File: config.mk
export PLATFORM = sky130hd
export DESIGN_NAME = nn_out_argmax
export DESIGN_NICKNAME = d
export VERILOG_FILES = /design/src/rtl/nn_out_argmax.sv
export SDC_FILE = /design/constraint.sdc
export NUM_CORES = 1
export LEC_CHECK = 0
export BUFFER_PORTS_ARGS = -buffer_cell sky130_fd_sc_hd__buf_2
export CAP_MARGIN = 0
export CORE_UTILIZATION = 61
export DETAILED_ROUTE_END_ITERATION = 8
export PLACE_DENSITY = 0.86
export SETUP_SLACK_MARGIN = 0.1
export SLEW_MARGIN = 20
export SYNTH_ARGS = -nofsm -noshare
export SYNTH_HDL_FRONTEND = slang
export SYNTH_SLANG_ARGS = --single-unit
File: constraint.sdc
create_clock -name clk -period 5.13 [get_ports clk]
set_input_delay 0.513 -clock clk [delete_from_list [all_inputs] [get_ports clk]]
set_output_delay 0.513 -clock clk [all_outputs]
set_load 0.005 [all_outputs]
File: src/rtl/nn_out_argmax.sv
// Classifier back-end: snapshots ten signed neuron outputs and scans them one per cycle.
// Reports the winning index and value, plus the margin over the runner-up.
module nn_out_argmax #(
  parameter int unsigned W = 8,
  parameter int unsigned N = 10
) (
  input  logic             clk,
  input  logic             rst_n,
  input  logic             start,
  input  logic [N*W-1:0]   y_flat,
  output logic             busy,
  output logic             done,
  output logic [3:0]       class_idx,
  output logic [W-1:0]     class_val,
  output logic [W-1:0]     margin
);

  localparam int unsigned IW = 4;

  typedef enum logic [1:0] {S_IDLE, S_SCAN, S_DONE} state_t;

  state_t              state_q, state_d;
  logic signed [W-1:0] snap_q [N];
  logic signed [W-1:0] snap_d [N];
  logic signed [W-1:0] best_q, best_d;
  logic signed [W-1:0] second_q, second_d;
  logic [IW-1:0]       idx_q, idx_d;
  logic [IW-1:0]       ptr_q, ptr_d;
  logic                busy_q, busy_d;
  logic                done_q, done_d;
  logic [IW-1:0]       class_idx_q, class_idx_d;
  logic [W-1:0]        class_val_q, class_val_d;
  logic [W-1:0]        margin_q, margin_d;
  logic signed [W-1:0] elem;

  // Next-state and datapath update
  always_comb begin
    state_d     = state_q;
    snap_d      = snap_q;
    best_d      = best_q;
    second_d    = second_q;
    idx_d       = idx_q;
    ptr_d       = ptr_q;
    busy_d      = busy_q;
    done_d      = 1'b0;
    class_idx_d = class_idx_q;
    class_val_d = class_val_q;
    margin_d    = margin_q;
    elem        = snap_q[ptr_q];

    case (state_q)
      S_IDLE: begin
        if (start) begin
          for (int i = 0; i < int'(N); i++) begin
            snap_d[i] = y_flat[i*W +: W];
          end
          best_d   = y_flat[W-1:0];
          second_d = {1'b1, {(W-1){1'b0}}};
          idx_d    = '0;
          ptr_d    = IW'(1);
          busy_d   = 1'b1;
          state_d  = S_SCAN;
        end
      end
      S_SCAN: begin
        // Strict compare keeps the lowest index on ties
        if (elem > best_q) begin
          second_d = best_q;
          best_d   = elem;
          idx_d    = ptr_q;
        end else if (elem > second_q) begin
          second_d = elem;
        end
        ptr_d = ptr_q + IW'(1);
        if (ptr_q == IW'(N-1)) begin
          state_d = S_DONE;
        end
      end
      S_DONE: begin
        class_idx_d = idx_q;
        class_val_d = best_q;
        // Difference is non-negative and below 2^W, so modular W-bit subtract is exact
        margin_d    = W'(best_q - second_q);
        done_d      = 1'b1;
        busy_d      = 1'b0;
        state_d     = S_IDLE;
      end
      default: begin
        state_d = S_IDLE;
      end
    endcase
  end

  always_ff @(posedge clk or negedge rst_n) begin
    if (!rst_n) begin
      state_q     <= S_IDLE;
      for (int i = 0; i < int'(N); i++) begin
        snap_q[i] <= '0;
      end
      best_q      <= '0;
      second_q    <= '0;
      idx_q       <= '0;
      ptr_q       <= '0;
      busy_q      <= 1'b0;
      done_q      <= 1'b0;
      class_idx_q <= '0;
      class_val_q <= '0;
      margin_q    <= '0;
    end else begin
      state_q     <= state_d;
      snap_q      <= snap_d;
      best_q      <= best_d;
      second_q    <= second_d;
      idx_q       <= idx_d;
      ptr_q       <= ptr_d;
      busy_q      <= busy_d;
      done_q      <= done_d;
      class_idx_q <= class_idx_d;
      class_val_q <= class_val_d;
      margin_q    <= margin_d;
    end
  end

  assign busy      = busy_q;
  assign done      = done_q;
  assign class_idx = class_idx_q;
  assign class_val = class_val_q;
  assign margin    = margin_q;

endmodule

After elaboration in Yosys (flattened, before gate mapping)
Cells that the tools add are included.
{"block": "totals", "in_bits": 83, "word_cells": 63, "output_inout_bits": 22, "regBits": 128}
{"block": "classes", "n_eq_ne": 7, "n_reduce_logical": 9, "mux": 21, "bitwise_logic": 1, "add_sub_neg": 2, "magnitude_cmp": 3}
{"operator": "8-bit 2-to-1 mux", "count": 7}
{"operator": "8-bit binary-select mux with 4-bit select", "count": 1}
{"operator": "8-bit one-hot mux with 2 select lines", "count": 2}
{"operator": "8-bit greater-than comparator", "count": 2}
{"operator": "4-bit one-hot mux with 2 select lines", "count": 2}
{"operator": "4-bit 2-to-1 mux", "count": 3}
{"operator": "2-bit AND reduction", "count": 4}
{"operator": "8-bit subtractor", "count": 1}
{"operator": "2-bit inequality test (second input constant)", "count": 3}
{"operator": "3-bit AND reduction", "count": 2}
{"operator": "5-bit greater-or-equal comparator (second input constant)", "count": 1}
{"operator": "4-bit inverter with 5-bit output", "count": 1}
{"operator": "4-bit by 1-bit adder with 4-bit output (second input constant)", "count": 1}
{"operator": "4-bit == test (second input constant)", "count": 1}
{"operator": "2-bit 2-to-1 mux", "count": 2}
{"operator": "2-bit one-hot mux with 2 select lines", "count": 1}
{"operator": "2-bit nonzero test", "count": 2}
{"operator": "3-bit inequality test (second input constant)", "count": 1}
{"operator": "2-bit by 1-bit == test with 1-bit output (second input constant)", "count": 1}
{"operator": "2-bit == test (second input constant)", "count": 1}
{"operator": "2-bit logical NOT", "count": 1}
{"operator": "1-bit 2-to-1 mux", "count": 2}
{"operator": "1-bit one-hot mux with 2 select lines", "count": 1}

Longest topological paths before layout
Gate-level depths: netlist (run 1).
{"block": "logic_depth", "word_depth": 8, "ltp_mapped": 13, "ltp_nobuf": 11}

Worst setup path after synthesis (run 1)
No wires, ideal clock.
{"block": "synth_path", "kind": "reg2reg", "startpoint": "reg ptr_q[0]", "endpoint": "reg second_q[7]", "t_arrival_ns": 3.353, "synth_period_minus_slack_ns": 3.474, "setup_slack_ns": 1.656, "setup_time_ns": 0.121, "path_stages_with_launch": 13, "required_ns": 5.009, "n_path_buf": 2, "path_cell_list": "dfrtp_1 > buf_4 > buf_6 > mux4_2 > a22oi_1 > o21ai_0 > ha_1 > a21o_1 > a2111oi_4 > mux2_4 > a211oi_4 > o32a_4 > o22a_1"}
{"block": "synth_via", "elab_chain_cells": 7, "word_cells_on_any_way": 11, "classes_between": "order compare: 2; eq/ne: 1; mux: 6; bitwise: 1; reduce/logical: 1"}
{"element": "start: declaration", "line": "28", "text": "logic [IW-1:0] ptr_q, ptr_d;"}
{"element": "start signal: assignment", "line": "115", "text": "ptr_q <= ptr_d;"}
{"element": "4-bit inverter with 5-bit output (not written as such) *", "line": "49", "text": "elem = snap_q[ptr_q];"}
{"element": "8-bit binary-select mux with 4-bit select *", "line": "49"}
{"element": "8-bit 2-to-1 mux (not written as such) * (2 in series)", "line": "49"}
{"element": "8-bit greater-than comparator (tied with other cells)", "line": "67", "text": "if (elem > best_q) begin"}
{"element": "3-bit inequality test (no line) or 8-bit 2-to-1 mux (tied branches)"}
{"element": "3-bit AND reduction (no line) or 8-bit one-hot mux with 2 select lines (tied branches)"}
{"element": "end signal: assignment", "line": "113", "text": "second_q <= second_d;"}
{"element": "end: declaration", "line": "26", "text": "logic signed [W-1:0] second_q, second_d;"}
Every way passes the cells marked *; elsewhere a longest branch is shown, timed or not. The select of a mux whose other input is x is not followed.
A chain may end at the register's enable or synchronous reset.

Final worst setup path (run 1)
{"block": "layout_path", "startpoint": "reg ptr_q[0]", "endpoint": "reg best_q[6]"}
{"block": "layout_via", "elab_chain_cells": 7, "word_cells_on_any_way": 9, "classes_between": "order compare: 1; eq/ne: 1; mux: 5; bitwise: 1; reduce/logical: 1"}
{"element": "4-bit inverter with 5-bit output (not written as such) *", "line": "49"}
{"element": "8-bit binary-select mux with 4-bit select *", "line": "49"}
{"element": "8-bit 2-to-1 mux (not written as such) * (2 in series)", "line": "49"}
{"element": "8-bit greater-than comparator", "line": "67"}
{"element": "2-bit inequality test (no line)"}
{"element": "3-bit AND reduction (no line)"}
{"element": "end signal: assignment", "line": "112", "text": "best_q <= best_d;"}
{"element": "end: declaration", "line": "25", "text": "logic signed [W-1:0] best_q, best_d;"}
Marks and branches as above.

==> results of run 1 <==
-- flip-flops by register name, indices dropped and copies added (netlist names) --
signal	count
done	1
snap_q	80
busy	1
best_q	8
second_q	8
ptr_q	4
class_val	8
state_q	2
idx_q	4
margin	8
class_idx	4
-- critical path: stages, from the launching register on --
cell       delay [ns]
dfrtp_1          0.87
buf_12           0.27
mux4_2           0.54
a22oi_1          0.21
o21ai_0          0.28
ha_1             0.40
inv_1            0.10
a2111oi_4        0.05
mux2_4           0.28
a211oi_4         0.48
nand2_1          0.41
o221a_2          0.44
-- metrics by stage --
step                      power (mW)  setup slack (ns)  util, %  hold WS (ns)  area (um2)
final                           6.25             0.670     75.7         0.118        7470
after global routing            6.66             0.461     75.7         0.165        7470
after CTS                       6.24             0.708     75.7         0.141        7470
after detailed placement        4.93             0.778     69.5         0.459        6860
after global placement          4.79             0.905     69.5         0.453        6860
after floorplan                 4.23              1.66        -         0.217        6260
-- cells by family after synthesis --
logic type / share of synthesized area [%]
XOR/XNOR: 0.839
AND/OR/NAND/NOR: 20.4
AO/OA/AOI/OAI: 9.07
multiplexers: 9.29
buffers and inverters: 3.94
flip-flops: 51.2
adder cells (fa/ha/maj): 5.32
-- power breakdown --
| group | leakage (nW) | internal (mW) | switching [mW] |
|---|---|---|---|
| clock | 0.293 | 0.781 | 0.452 |
| sequential | 1.60 | 1.50 | 0.360 |
| combinational | 2.08 | 1.46 | 1.70 |
| total | 3.97 | 3.74 | 2.51 |
-- metal layers --
metal / track usage, % / vias to the layer above / wire length [um]
met5: 0 / - / 0
met4: 18.0 / 0 / 638
met3: 6.85 / 43 / 763
met2: 50.5 / 200 / 7250
met1: 38.7 / 2403 / 6330
li1: - / 2355 / -
-- cell type report --
cell class | instances | area, um2
Timing Repair Buffer | 109 | 573
Inverter | 26 | 97.6
Fill cell | 669 | 2400
Sequential cell | 128 | 3200
Clock buffer | 20 | 455
Tap cell | 133 | 166
Multi-Input combinational cell | 464 | 2820
Clock inverter | 12 | 158
-- how the worst max path moves through the flow --
stage / end
finish: best_q[6]
global route: best_q[4]
CTS: best_q[6]
detailed placement: best_q[4]
global placement: best_q[1]
floorplan: second_q[7]
-- layout by cell type, fill, tap and decap left out, drive strengths merged, types with 2 or more instances in the layout --
master,synthesis,layout
a211oi,2,2
a21o,3,3
a21oi,7,7
a22oi,8,8
and3,4,4
buf,16,109
bufinv,0,3
clkbuf,13,20
clkinv,0,5
clkinvlp,0,3
dfrtp,128,128
ha,25,25
inv,26,27
mux2,3,3
mux2i,18,18
mux4,16,16
nand2,278,278
nand2b,8,8
nand3,7,7
nand4,2,2
nor2,9,9
nor2b,3,3
nor3,4,4
o21a,4,4
o21ai,27,27
o221a,8,8
o22ai,7,7
o31ai,3,3
xnor2,4,4
xor2,2,2
==> flow_summary.ini, run 1 <==
[global_routing]
grt_max_degree = 92
grt_use_total_pct = 31.1
grt-ovfl-total = 0
grt_pass1_vias = 4956
grt_pass1_wl_mm = 24.2
antenna_found_initial = 0

[critical_path]
worst_ep_arrival_time_ns = 4.87
critPathLaunchType = flop
end_kind = flop
startpoint = ptr_q[0]
reg2reg_to = best_q[6]
cp_max_fo = 17
crit_required_ns = 5.54
reg2reg_from = ptr_q[0]
r2r_cells = 11
crit_type = flop to flop
r2r_slack_ns = 0.67

[clock_tree]
ctsHoldBuffers = 0
cts.sinks = 128
post-cts-setup-buffers = 0
cts.path.max_buffers = 2
clk_pin_slew_worst_paths_ns = 0.06
ctsResizeCount = 0
cts_root_buf = clkbuf_8
clk_latency_ns = 0.53
cts_tree = built
htreeDepth = 4
cts_buffers = 17

[layout]
nets = 855
antenna_cells = 0
final_cells = 892
area_growth_pct = 19.3
final_layout_size_suffix_gt1_share_pct = 23.1

[synth]
syn_inst = 647
yosys-top-cells-count = nand2_1, dfrtp_1, o21ai_0
synth_edf_count = 0
synth_top_area_cell = dfrtp_1
synth_fp_nets = 756
synth.top_cells.by_area = dfrtp_1, nand2_1, mux4_2
postSynthAreaPerCell_um2 = 9.68
ys.flop_type = dfrtp_1
ys_seq_area_share_pct = 51.2
async_reset_ff_share_pct = 100
synthesis.area_um2 = 6260
netlist-cell-type-count = 46
yosysMostFrequentCell = nand2_1
synth_warnings = 0
synth_seq_cells = 128
synth_top_area_share_pct = 51.2

[sta]
fmaxAchievable_ghz = 0.224
fin_skew_ns = 0.00581
setup_viol = 0
rsz0062_at_grt = false
fin_crit_ns = 4.46
relSlewSlack_pct = 32.7
timing.final.crit_share_pct = 86.9
worst_slew_pin_slew_ns = 1.01
hold_viol = 0
fin_setup_tns_ns = 0
drv_slew = 0

[run]
maxCapViolations = 0

[run_status]
outcome = finished, final reports clean

[placed_design]
post-place-cells = 860
gp_congestion = 0.812
hpwl_mm = 9.95
port_buffers = 104

[drt]
ant_nets = 0
drc_errors = 0
vias = 5001
dr.first_iter.drc_count = 292
firstDrtPassIters = 5
wl_per_cell_um = 16.8
viasPerCell = 5.61
finalWirelength_mm = 15.0

[power]
leakage_nw = 3.97
ir_worst_vdd_mv = 0.401
pwr_density_cell_nw_per_um2 = 837

[floorplanning]
die_w_um = 103
start_util_pct = 63.5
core-area_um2 = 9860
fp.dieH_um = 103
core.rowCount = 36
pin_count = 105
floorplan.die_area_um2 = 10700

[worst_hold_path]
hp-class = input pin to asynchronous set/reset pin
(Power assumes the default switching activity.)
==> run 2, diff against run 1 <==
CORE_UTILIZATION = 56   (was 61)
PLACE_DENSITY = 0.79   (was 0.86)
clock period = 4.6 ns   (was 5.13 ns; I/O delays follow)
==> run 2 against run 1 <==
Final cell count grew 1.2%. First-iteration DRC count decreased by 1.4%. Sequential cell count did not move. Die area rose by 8.8%. Final area increased by 0.55%. Non-clock buffer count grew 4. Count of clock-buffer cells in the layout unchanged. Global-route usage decreased by 3.5 points. Register-to-register slack got worse by 0.22 ns. Clock skew up 0.0012 ns. Utilization decreased by 6.7 points. Critical path depth did not move. Largest power group unchanged. Highest routed layer unchanged.
==> flow_summary.ini, run 2 (synthesized netlist as in run 1, its figures left out) <==
[drt]
dr.first_iter.drc_count = 288
ant_nets = 0
drc_errors = 0
firstDrtPassIters = 5
viasPerCell = 5.51
vias = 4977
wl_per_cell_um = 16.0
finalWirelength_mm = 14.4

[clock_tree]
cts_root_buf = clkbuf_8
clk_latency_ns = 0.52
cts.sinks = 128
htreeDepth = 4
ctsHoldBuffers = 1
clk_pin_slew_worst_paths_ns = 0.06
ctsResizeCount = 0
cts_buffers = 17
cts.path.max_buffers = 2
cts_tree = built
post-cts-setup-buffers = 0

[layout]
antenna_cells = 0
nFillCells = 845
regMostFlops = snap_q
largest_register_ffs = 80
nets = 859
final_layout_size_suffix_gt1_share_pct = 23.3
area_growth_pct = 20.0
final_common_cell = nand2_1
layout_common_cells = nand2_1, dfrtp_1, buf_2, o21ai_0, inv_1

[sta]
relSlewSlack_pct = 38.2
drv_slew = 0
fin_crit_ns = 4.15
worst_slew_pin_slew_ns = 0.925
fmaxAchievable_ghz = 0.241
rsz0062_at_grt = false
setup_viol = 0
fin_setup_tns_ns = 0
whs_ns = 0.123
timing.final.crit_share_pct = 90.3
worst_slack_ns = 0.445
hold_viol = 0
fin_skew_ns = 0.00696

[floorplanning]
core-area_um2 = 10900
start_util_pct = 57.5
core.rowCount = 38
pin_count = 105
floorplan.die_area_um2 = 11600
fp.dieH_um = 108
die_w_um = 108

[global_routing]
grt_use_total_pct = 27.6
antenna_found_initial = 0
grt_pass1_vias = 4989
grt_max_degree = 92
grt_pass1_wl_mm = 24.2
grt-ovfl-total = 0

[critical_path]
reg2reg_from = ptr_q[0]
worst_ep_arrival_time_ns = 4.56
critPathLaunchType = flop
cp_max_fo = 20
crit_cells = 11
crit_chain = buf_12 -> mux4_2 -> a22oi_1 -> o21ai_0 -> ha_1 -> inv_1 -> a2111oi_4 -> mux2_4 -> a211oi_4 -> nand2_1 -> o221a_2
reg2reg_to = best_q[2]
r2r_cells = 11
crit_required_ns = 5.01
path_buf_inv = 2
slowest_stage = dfrtp_1
r2r_slack_ns = 0.45
crit_path_max_incr_delay_ns = 0.75
critPathTopFamily = compound AO/OA/AOI/OAI gates
end_kind = flop
crit_type = flop to flop

[power]
p_sw_mw = 2.74
intPower_mw = 4.18
p_comb_share_pct = 50.5
p_total_mw = 6.92
leakage_nw = 3.99
seq_power_share_pct = 29.6
pwr_density_cell_nw_per_um2 = 921
p_sw_share_pct = 39.6
ir_worst_vdd_mv = 0.537
clock_power_share_pct = 19.9

[worst_hold_path]
hold_start = y_flat[57]
hp-class = input pin to flop
hold_depth = 3
holdPathEnd = snap_q[17]

[run]
maxCapViolations = 0

[run_status]
outcome = finished, final reports clean

[placed_design]
gp_congestion = 0.829
port_buffers = 104
detailedPlace.worstSlack_ns = 0.482
hpwl_mm = 10.2
[run 2: stage by stage]
step                cells  cell area, um2  utilization [%]
global route          903            7510             69.0
global placement      870            6890             63.2
detailed placement    870            6890             63.2
finish                903            7510             69.0
CTS                   903            7510             69.0
floorplan             647            6260                -
[run 2: how the worst max path moves through the flow]
stage	slack, ns	from	end
after global placement	0.58	ptr_q[0]	best_q[1]
after floorplan	1.13	ptr_q[0]	second_q[7]
after CTS	0.42	ptr_q[0]	best_q[2]
after detailed placement	0.48	ptr_q[0]	best_q[1]
final	0.45	ptr_q[0]	best_q[2]
after global routing	0.17	ptr_q[0]	second_q[6]
[run 2: area by class of cell]
type	count	area [um2]	area share [%]
Timing Repair Buffer	113	606	8.06
Multi-Input combinational cell	464	2820	37.5
Clock buffer	20	455	6.06
Inverter	26	97.6	1.30
Sequential cell	128	3200	42.7
Clock inverter	12	158	2.10
Tap cell	140	175	2.33
[run 2: tightest hold or removal path, stage by stage]
cell,delay (ns)
buf_2,0.07
nand2_1,0.04
nand2_1,0.04
[run 2: power by group through the flow]
| stage | clock [mW] | sequential (mW) | combinational [mW] |
|---|---|---|---|
| floorplan | 0 | 1.90 | 2.81 |
| global placement | 0 | 2.03 | 3.33 |
| detailed placement | 0 | 2.05 | 3.45 |
| CTS | 1.39 | 2.04 | 3.50 |
| global route | 1.45 | 2.10 | 3.90 |
| finish | 1.38 | 2.05 | 3.49 |
[run 2: routing by layer]
| metal | GRT usage (%) | part of all wire [%] | routed length, um |
|---|---|---|---|
| met5 | 0 | 0 | 0 |
| met4 | 8.51 | 1.9 | 280 |
| met3 | 6.66 | 6.5 | 940 |
| met2 | 44.9 | 48 | 6970 |
| met1 | 36.6 | 43 | 6240 |
==> run 3, diff against run 2 <==
RECOVER_POWER = 50   (was unset)
==> run 3 against run 2 <==
The run now ends with capacitance limit, slew limit left. Global-route usage is the same. Combinational power is essentially flat. Hold slack is essentially flat. Power is essentially flat. Critical path type unchanged. Critical endpoint is now second_q[7]. Largest cell class unchanged.
==> flow_summary.ini, run 3 (synthesized netlist as in run 1, its figures left out) <==
[clock_tree]
cts.sinks = 128
cts_buffers = 17
clk_latency_ns = 0.52
clk_pin_slew_worst_paths_ns = 0.06
cts_tree = built
htreeDepth = 4
cts.path.max_buffers = 2
cts_root_buf = clkbuf_8

[drt]
vias = 4981
wl_per_cell_um = 16.0
viasPerCell = 5.52
dr.first_iter.drc_count = 281
ant_nets = 0
finalWirelength_mm = 14.4
firstDrtPassIters = 5
drc_errors = 0

[placed_design]
detailedPlace.worstSlack_ns = 0.482
post-place-cells = 870
hpwl_mm = 10.2
gp_congestion = 0.829
place_area_um2 = 6890
port_buffers = 104

[power]
p_sw_share_pct = 39.5
ir_worst_vdd_mv = 0.542
leakage_nw = 3.94
seq_power_share_pct = 29.6
intPower_mw = 4.19
pwr_density_cell_nw_per_um2 = 926
p_sw_mw = 2.74
clock_power_share_pct = 19.9
p_comb_share_pct = 50.6
p_total_mw = 6.92

[floorplanning]
core-area_um2 = 10900
start_util_pct = 57.5
pin_count = 105
core.rowCount = 38
fp.dieH_um = 108
die_w_um = 108
floorplan.die_area_um2 = 11600

[layout]
layout_common_cells = nand2_1, dfrtp_1, buf_2, o21ai_0, inv_1
final_cells = 903
fin_area_um2 = 7480
area_growth_pct = 19.4
largest_register_ffs = 80
regMostFlops = snap_q
final_layout_size_suffix_gt1_share_pct = 21.5
final_common_cell = nand2_1
nets = 859
antenna_cells = 0

[critical_path]
end_kind = flop
critPathLaunchType = flop
cp_max_fo = 20
crit_required_ns = 5.01
worst_ep_arrival_time_ns = 4.56
crit_type = flop to flop

[sta]
fin_setup_tns_ns = 0
fin_skew_ns = 0.00703
setup_viol = 0
fin_crit_ns = 4.15
rsz0062_at_grt = false
worst_slack_ns = 0.452
fmaxAchievable_ghz = 0.241
timing.final.crit_share_pct = 90.2
relSlewSlack_pct = -133
hold_viol = 0
drv_slew = 233
worst_slew_pin_slew_ns = 3.49

[run]
maxCapViolations = 3

[global_routing]
grt_pass1_vias = 4989
grt_use_total_pct = 27.6
grt_pass1_wl_mm = 24.2
grt_max_degree = 92
grt-ovfl-total = 0
antenna_found_initial = 0

[worst_hold_path]
hp-class = input pin to flop

[run_status]
outcome = finished with violations
violations = capacitance limit, slew limit
## run 3: cell types whose count changed in the layout (fill, tap and decap cells not counted), sizes merged
cell,previous run,this run
buf,112,96
clkbuf,20,36
## run 3: area by class of cell
class	instances	area [um2]
fillers	860	3410
flip-flops and latches	128	3200
multi-input cells	464	2810
repair buffers	113	577
clock buffers	20	455
well taps	140	175
clock inverters	12	158
inverters	26	97.6
## run 3: metrics by stage
step	hold WS [ns]	utilization, %
after detailed placement	0.459	63.2
after CTS	0.109	69.0
final	0.123	68.7
after global routing	0.114	68.7
after global placement	0.453	63.2
after floorplan	0.164	-
## run 3: critical path, cell delays in order (launching register included)
cell and delay [ns]:
dfrtp_1 0.75, buf_12 0.27, mux4_2 0.51, a22oi_1 0.18
o21ai_0 0.24, ha_1 0.27, a21o_1 0.20, a2111oi_4 0.43
mux2_4 0.24, a211oi_4 0.07, buf_4 0.22, o32a_4 0.43
o22a_1 0.22
## run 3: metal layers
layer | share of wire, % | up-vias | global-route usage (%)
met1 | 43 | 2395 | 36.6
met2 | 48 | 208 | 44.9
met3 | 6.8 | 21 | 6.66
li1 | - | 2357 | -
met5 | 0 | - | 0
met4 | 1.9 | 0 | 8.51
## run 3: power groups by stage
stage | Clock, mW | Sequential, mW | Combinational (mW)
3_5_place_dp | 0 | 2.05 | 3.45
4_1_cts | 1.39 | 2.04 | 3.50
6_report | 1.38 | 2.05 | 3.50
5_1_grt | 1.45 | 2.10 | 3.91
2_1_floorplan | 0 | 1.90 | 2.81
3_3_place_gp | 0 | 2.03 | 3.33
## run 3: worst paths after layout
check	cells past startpoint	to	slack, ns	from
min in group asynchronous	2	class_idx[1]	1.31	rst_n
max in group asynchronous	3	snap_q[36]	1.07	rst_n
min reg2reg	2	margin[7]	0.47	margin[7]
min	3	snap_q[17]	0.12	y_flat[57]
max	12	second_q[7]	0.45	ptr_q[0]
max reg2reg	12	second_q[7]	0.45	ptr_q[0]
## run 3: what timing repair did
action	4_1_cts	5_1_grt
endpoints found under the hold margin	48	0
buffers inserted	0	0
resized for setup	0	0
hold buffers	1	0
